--- config.mk ---
export PLATFORM = sky130hd
export DESIGN_NAME = conv_scan_ctrl
export DESIGN_NICKNAME = d
export VERILOG_FILES = /design/src/rtl/conv_scan_ctrl.sv
export SDC_FILE = /design/constraint.sdc
export NUM_CORES = 1
export LEC_CHECK = 0
export ABC_CLOCK_PERIOD_IN_PS = 6500
export CAP_MARGIN = 20
export CORE_MARGIN = 5
export CORE_UTILIZATION = 57
export DETAILED_ROUTE_END_ITERATION = 12
export PLACE_DENSITY = 0.84
export SLEW_MARGIN = 20
export SYNTH_ARGS = -nofsm -noshare
export SYNTH_HDL_FRONTEND = slang
export SYNTH_SLANG_ARGS = --single-unit
export TNS_END_PERCENT = 20
--- constraint.sdc ---
create_clock -name clock -period 6.5 [get_ports clock]
set_clock_uncertainty 0.1 [all_clocks]
set_input_delay 1.3 -clock clock [delete_from_list [all_inputs] [get_ports clock]]
set_output_delay 1.3 -clock clock [all_outputs]
set_load 0.02 [all_outputs]
--- src/rtl/conv_scan_ctrl.sv ---
// conv_scan_ctrl: convolution window scan controller.
// Walks (x, y, ch) window coordinates with a programmable stride and tracks
// them through a fixed-latency datapath. pixel_rdy/frame_done mark the
// datapath output.
// Build option: define SCAN_STALL_EN to make the stall input effective.
// Without it, stall is accepted but ignored.
module conv_scan_ctrl #(
   parameter int X_BITS     = 5,
   parameter int Y_BITS     = 5,
   parameter int CH_BITS    = 3,
   parameter int PIPE_DEPTH = 8
) (
   input  logic               clock,
   input  logic               reset,
   input  logic               start,
   input  logic [X_BITS-1:0]  x_max,
   input  logic [Y_BITS-1:0]  y_max,
   input  logic [CH_BITS-1:0] ch_last,
   input  logic [1:0]         stride,
   input  logic               stall,
   output logic [X_BITS-1:0]  x_coord,
   output logic [Y_BITS-1:0]  y_coord,
   output logic [CH_BITS-1:0] ch_coord,
   output logic               coord_valid,
   output logic               pixel_rdy,
   output logic               frame_done,
   output logic               busy
);

   typedef enum logic [1:0] {ST_IDLE, ST_SCAN, ST_DRAIN} state_t;

   state_t               state_q;
   logic [X_BITS-1:0]    x_q, xmax_q, x_d;
   logic [Y_BITS-1:0]    y_q, ymax_q, y_d;
   logic [CH_BITS-1:0]   ch_q, chl_q, ch_d;
   logic [1:0]           stride_q;
   logic [X_BITS:0]      x_sum;
   logic [Y_BITS:0]      y_sum;
   logic                 x_wrap, y_wrap, last_coord;
   logic                 advance;
   logic                 stall_eff;
   logic [PIPE_DEPTH-1:0] vld_q, vld_d, last_q, last_d;

`ifdef SCAN_STALL_EN
   assign stall_eff = stall;
`else
   // Port kept for a uniform interface; a constant 0 removes all hold logic.
   logic unused_stall;
   assign unused_stall = stall;
   assign stall_eff    = 1'b0;
`endif

   // A coordinate is issued in every non-stalled SCAN cycle.
   assign advance = (state_q == ST_SCAN) && !stall_eff;

   // Next coordinate: x fastest, then y, then channel; sums carry one spare bit.
   always_comb begin
      x_sum      = {1'b0, x_q} + (X_BITS+1)'(stride_q);
      y_sum      = {1'b0, y_q} + (Y_BITS+1)'(stride_q);
      x_wrap     = x_sum > {1'b0, xmax_q};
      y_wrap     = y_sum > {1'b0, ymax_q};
      last_coord = x_wrap && y_wrap && (ch_q == chl_q);
      x_d        = x_wrap ? '0 : x_sum[X_BITS-1:0];
      y_d        = y_q;
      ch_d       = ch_q;
      if (x_wrap) begin
         y_d = y_wrap ? '0 : y_sum[Y_BITS-1:0];
         if (y_wrap) begin
            ch_d = ch_q + CH_BITS'(1);
         end
      end
      if (last_coord) begin
         x_d  = '0;
         y_d  = '0;
         ch_d = '0;
      end
   end

   // Scan FSM: accepts a config in IDLE, steps counters in SCAN, waits out the pipe in DRAIN.
   always_ff @(posedge clock or negedge reset) begin
      if (!reset) begin
         state_q  <= ST_IDLE;
         x_q      <= '0;
         y_q      <= '0;
         ch_q     <= '0;
         xmax_q   <= '0;
         ymax_q   <= '0;
         chl_q    <= '0;
         stride_q <= 2'd1;
      end else begin
         case (state_q)
            ST_IDLE: begin
               if (start) begin
                  xmax_q   <= x_max;
                  ymax_q   <= y_max;
                  chl_q    <= ch_last;
                  stride_q <= (stride == 2'd0) ? 2'd1 : stride;
                  x_q      <= '0;
                  y_q      <= '0;
                  ch_q     <= '0;
                  state_q  <= ST_SCAN;
               end
            end
            ST_SCAN: begin
               if (advance) begin
                  x_q  <= x_d;
                  y_q  <= y_d;
                  ch_q <= ch_d;
                  if (last_coord) begin
                     state_q <= ST_DRAIN;
                  end
               end
            end
            ST_DRAIN: begin
               // A stalled output tag has not been consumed yet, so wait for it.
               if (frame_done && !stall_eff) begin
                  state_q <= ST_IDLE;
               end
            end
            default: state_q <= ST_IDLE;
         endcase
      end
   end

   // Stage inputs: stage 0 takes the issued coordinate, later stages the previous one.
   for (genvar gi = 0; gi < PIPE_DEPTH; gi++) begin : g_pipe
      if (gi == 0) begin : g_head
         assign vld_d[gi]  = advance;
         assign last_d[gi] = advance && last_coord;
      end else begin : g_body
         assign vld_d[gi]  = vld_q[gi-1];
         assign last_d[gi] = last_q[gi-1];
      end
   end

   // Valid and last-tag shift registers advance together and freeze on stall.
   always_ff @(posedge clock or negedge reset) begin
      if (!reset) begin
         vld_q  <= '0;
         last_q <= '0;
      end else if (!stall_eff) begin
         vld_q  <= vld_d;
         last_q <= last_d;
      end
   end

   assign x_coord     = x_q;
   assign y_coord     = y_q;
   assign ch_coord    = ch_q;
   assign coord_valid = advance;
   assign pixel_rdy   = vld_q[PIPE_DEPTH-1];
   assign frame_done  = last_q[PIPE_DEPTH-1];
   assign busy        = (state_q != ST_IDLE);

endmodule

Word-level counts from Yosys, hierarchy flattened
Index checks and enable logic that the tools add are counted.
Widths: inputs -> output; s select.
{"block": "op_classes", "add_sub_neg": 3, "magnitude_cmp": 2, "eq_ne": 8, "mux": 18, "n_reduce_logical": 12}
{"operator": "$mux 5", "count": 6}
{"operator": "$pmux 5 s2", "count": 2}
{"operator": "$add 5x2->6", "count": 2}
{"operator": "$gt 6x5->1", "count": 2}
{"operator": "$mux 3", "count": 4}
{"operator": "$mux 2", "count": 4}
{"operator": "$ne 2x2->1 const B", "count": 3}
{"operator": "$ne 3x3->1 const B", "count": 2}
{"operator": "$pmux 2 s3", "count": 1}
{"operator": "$pmux 3 s2", "count": 1}
{"operator": "$reduce_and 3->1", "count": 2}
{"operator": "$logic_not 2->1", "count": 2}
{"operator": "$reduce_and 2->1", "count": 2}
{"operator": "$reduce_and 4->1", "count": 1}
{"operator": "$reduce_bool 2->1", "count": 2}
{"operator": "$add 3x1->3 const B", "count": 1}
{"operator": "$eq 3x3->1", "count": 1}
{"operator": "$logic_and 1x1->1", "count": 3}
{"operator": "$eq 2x1->1 const B", "count": 1}
{"operator": "$eq 2x2->1 const B", "count": 1}
{"block": "totals", "reg_bits": 46, "inputBits": 19, "out_inout_bits": 17, "elab_cells": 53}

Depth between registers and ports, before layout
{"block": "depth", "word_depth": 6, "ltp_mapped": 10, "mapped_depth_nobuf": 10}

Least setup slack after synthesis
OpenSTA, ideal clock, no wires.
{"block": "synth_timing", "path_type": "register to register", "startpoint": "register y_q[0] (netlist: y_coord[0])", "endpoint": "register ch_q[2] (netlist: ch_coord[2])", "setup_time_ns": 0.128, "arrival_ns": 2.729, "required_time_ns": 6.272, "slack_ns": 3.544, "path_stages_with_launch": 11, "path_buffers": 0, "period_less_slack_ns": 2.956, "cell_sequence": "dfrtp_1 -> ha_1 -> fa_1 -> nand3_1 -> xnor2_1 -> ha_1 -> and3_2 -> and3_1 -> o311ai_4 -> a21boi_4 -> o22ai_1"}
{"block": "synth_via", "elab_chain_cells": 6, "word_cells_on_any_way": 9, "cone_classes": "add/sub: 1; order compare: 1; eq/ne: 2; mux: 2; reduce/logical: 3"}
{"item": "start: declaration", "line": "34", "source": "logic [Y_BITS-1:0] y_q, ymax_q, y_d;"}
{"item": "start signal: assignment", "line": "107", "source": "y_q <= y_d;"}
{"item": "$add 5x2->6 *", "line": "59", "source": "y_sum = {1'b0, y_q} + (Y_BITS+1)'(stride_q);"}
{"item": "$gt 6x5->1 *", "line": "61", "source": "y_wrap = y_sum > {1'b0, ymax_q};"}
{"item": "$logic_and 1x1->1 (2 in a row)", "line": "62", "source": "last_coord = x_wrap && y_wrap && (ch_q == chl_q);"}
{"item": "$ne 3x3->1 (no source line) / $mux 3 (equally long branches)"}
{"item": "$reduce_and 4->1 (no source line) / $pmux 3 s2 (equally long branches)"}
{"item": "end signal: assignment", "line": "108", "source": "ch_q <= ch_d;"}
{"item": "end: declaration", "line": "35", "source": "logic [CH_BITS-1:0] ch_q, chl_q, ch_d;"}
Mark *: on every way between the ends. The rest lies on a longest branch, timed or not.
A chain may end at the register's enable or synchronous reset.

Worst setup path after layout
{"block": "layout_timing", "startpoint": "register state_q[1]", "endpoint": "output port coord_valid"}
{"block": "layout_via", "elab_chain_cells": 1}
{"item": "start: declaration", "line": "32", "source": "state_t state_q;"}
{"item": "start signal: assignment", "line": "82", "source": "state_q <= ST_IDLE;"}
{"item": "start signal: assignment", "line": "101", "source": "state_q <= ST_SCAN;"}
{"item": "start signal: assignment", "line": "110", "source": "state_q <= ST_DRAIN;"}
{"item": "$eq 2x1->1", "line": "54", "source": "assign advance = (state_q == ST_SCAN) && !stall_eff;"}
{"item": "end: declaration", "line": "24", "source": "output logic coord_valid,"}
No other way between the ends.

==> impl_metrics.py <==
metrics = {
    "run_status": {
        "status": "complete, no violations",
    },
    "cells_and_area": {
        "drive_above_1_share_pct": 12.6,
        "layout_common_cells": "dfrtp_1 (45), clkdlybuf4s50_1 (33), inv_1 (18)",
        "final_area_mm2": 0.00272,
        "area_growth_pct": 23.1,
        "antennaDiodeCount": 0,
        "nets": 259,
        "layout_commonest_cell": "dfrtp_1",
    },
    "place": {
        "gp_congestion": 0.842,
        "dp_hpwl_mm": 3.38,
        "portBuffers": 34,
        "dp_slack_ns": 2.91,
        "dpl_cell_area_mm2": 0.00258,
    },
    "floorplan": {
        "die-area_mm2": 0.00521,
        "die_x_um": 72.2,
        "io_pins": 36,
        "core_area_mm2": 0.00372,
        "initial_core_util_pct": 59.4,
        "num_rows": 22,
        "die_h_um": 72.2,
    },
    "clock_tree": {
        "cts_hold_buf": 0,
        "clk_path_buf_depth": 2,
        "root_buffer": "clkbuf_8",
        "clock_latency_ns": 0.30,
        "numCtsBuffers": 5,
        "cts_tree": "done",
        "post_cts_buffers": 0,
        "cts_repair_resize_count": 0,
        "numClockSinks": 46,
        "cts.clk_slew.worst_paths_ns": 0.08,
        "h-tree-depth": 2,
    },
    "timing": {
        "setup_violations": 0,
        "fin_ws_ns": 3.21,
        "final-hold-violation-count": 0,
        "rsz0062_at_grt": "false",
        "whs_ns": 0.252,
        "max_freq_mhz": 304,
        "period_share_pct": 50.7,
        "slew_viol_final": 0,
        "slew-limit-headroom_pct": 55.3,
        "max_slew.worst_pin.slew_ns": 0.664,
        "finalSetupTns_ns": 0,
        "min_period_ns": 3.29,
    },
    "grt": {
        "grt-ovfl-total": 0,
        "grt_max_degree": 47,
        "grt_pass1_vias": 1674,
        "antenna_found_initial": 0,
        "grt_use_total_pct": 20.4,
        "grt_pass1_wl_mm": 8.02,
    },
    "setup_path": {
        "end_kind": "primary output",
        "worstPathMaxFanout": 8,
        "arrival_ns": 1.89,
        "critical_path_class": "flop to primary output",
        "cp-start-kind": "flop",
        "cpPeakStageDelay_ns": 0.65,
        "cp_slowest_cell": "clkdlybuf4s50_1",
        "crit_path_cell_trace": "nand2b_1, inv_1, clkdlybuf4s50_1",
        "required_ns": 5.10,
        "regToRegSetupSlack_ns": 3.33,
    },
    "synthesis": {
        "async_flop_share_pct": 100,
        "synth_area_per_cell_um2": 12.1,
        "synth_cell_types": 42,
        "seq_area_frac_synth_pct": 52.2,
        "synth_area_mm2": 0.00221,
        "synth_fp_nets": 220,
        "netlist.area_leader.share_pct": 51.0,
        "synth_largest_area_cell": "dfrtp_1",
        "synth_area_leaders": "dfrtp_1 (51%), ha_1 (9.1%), a22o_1 (4.0%), inv_1 (3.1%), mux2_2 (3.1%)",
        "netlist_instances": 183,
        "synth_edf_count": 0,
        "synth_ff_type": "dfrtp_1",
        "synth_warnings": 0,
        "ys_seq_elements": 46,
    },
    "power_and_ir_drop": {
        "leakagePower_nw": 1.23,
        "irDropWorstVdd_mv": 0.310,
        "powerDensity_mw_per_mm2": 607,
    },
    "detailed_routing": {
        "ant_nets": 0,
        "wl_per_cell_um": 17.3,
        "post_drt_via_cell_ratio": 5.64,
        "drtIter0Drc": 95,
        "wl_mm": 4.70,
        "vias": 1528,
        "firstDrtPassIters": 4,
        "drc": 0,
    },
    "flow_run": {
        "cap_viol_max_count": 0,
    },
    "min_path": {
        "hold_class": "flop to flop",
    },
}
flip-flops by register name (all words and copies together) (netlist names):
signal / count
state_q: 2
ymax_q: 5
stride_q: 2
last_q: 8
x_coord: 5
vld_q: 8
chl_q: 3
y_coord: 5
xmax_q: 5
ch_coord: 3
final timing paths:
kind                                    end  cells past startpoint   startpoint
worst min register to register     vld_q[6]                      0     vld_q[5]
max in group asynchronous       stride_q[0]                      1        reset
worst max register to register  ch_coord[2]                     10  stride_q[0]
min in group asynchronous          vld_q[6]                      1        reset
worst min-delay path               vld_q[6]                      0     vld_q[5]
worst max-delay path            coord_valid                      3   state_q[1]
routing by layer:
layer	share of wire [%]	global-route usage, %
met5	0	0
met4	1.9	8.56
met3	5.0	5.12
met2	53	36.9
met1	40	22.5
worst max-delay path, delay by kind of cell, from the launching register on:
family,cells,cell delay [ns]
flops,1,0.41
buf+inv,2,0.89
simple gates,1,0.29
per-stage QoR:
step	cells	utilization, %	power, mW
after global placement	262	69.5	1.35
after global routing	271	73.1	1.77
after detailed placement	262	69.5	1.42
after CTS	270	72.6	1.65
after floorplan	183	-	1.16
final	271	73.1	1.65
final cells by class:
class / instances / area (µm²)
flip-flops and latches: 46 / 1150
fillers: 261 / 1000
multi-input cells: 116 / 966
repair buffers: 35 / 353
clock buffers: 7 / 86.3
inverters: 18 / 67.6
well taps: 48 / 60.1
clock inverters: 1 / 30.0
synthesized netlist by cell type (all sizes together) (2+ instances only):
| master | instances |
|---|---|
| buf | 2 |
| a21oi | 5 |
| nor2 | 6 |
| a21o | 4 |
| o21ai | 10 |
| xor2 | 5 |
| nand2 | 11 |
| and3 | 4 |
| a22o | 10 |
| a211oi | 2 |
| o2bb2ai | 2 |
| mux2 | 6 |
| nor3 | 4 |
| inv | 18 |
| dfrtp | 45 |
| xnor2 | 4 |
| ha | 16 |
| nor2b | 4 |
| nand2b | 3 |
| fa | 2 |
| o22ai | 4 |
| nand3 | 3 |
kinds of logic after synthesis:
group,synth area share (%)
flip-flops,52.2
AO/OA/AOI/OAI,17.2
AND/OR/NAND/NOR,9.02
buffers and inverters,3.97
adder cells (fa/ha/maj),10.9
XOR/XNOR,3.57
multiplexers,3.06
report_power, final:
| part | switching (mW) | internal (mW) |
|---|---|---|
| logic | 0.504 | 0.445 |
| registers | 0.0850 | 0.394 |
| clock network | 0.0933 | 0.125 |
Power figures use the tool's default switching activity.
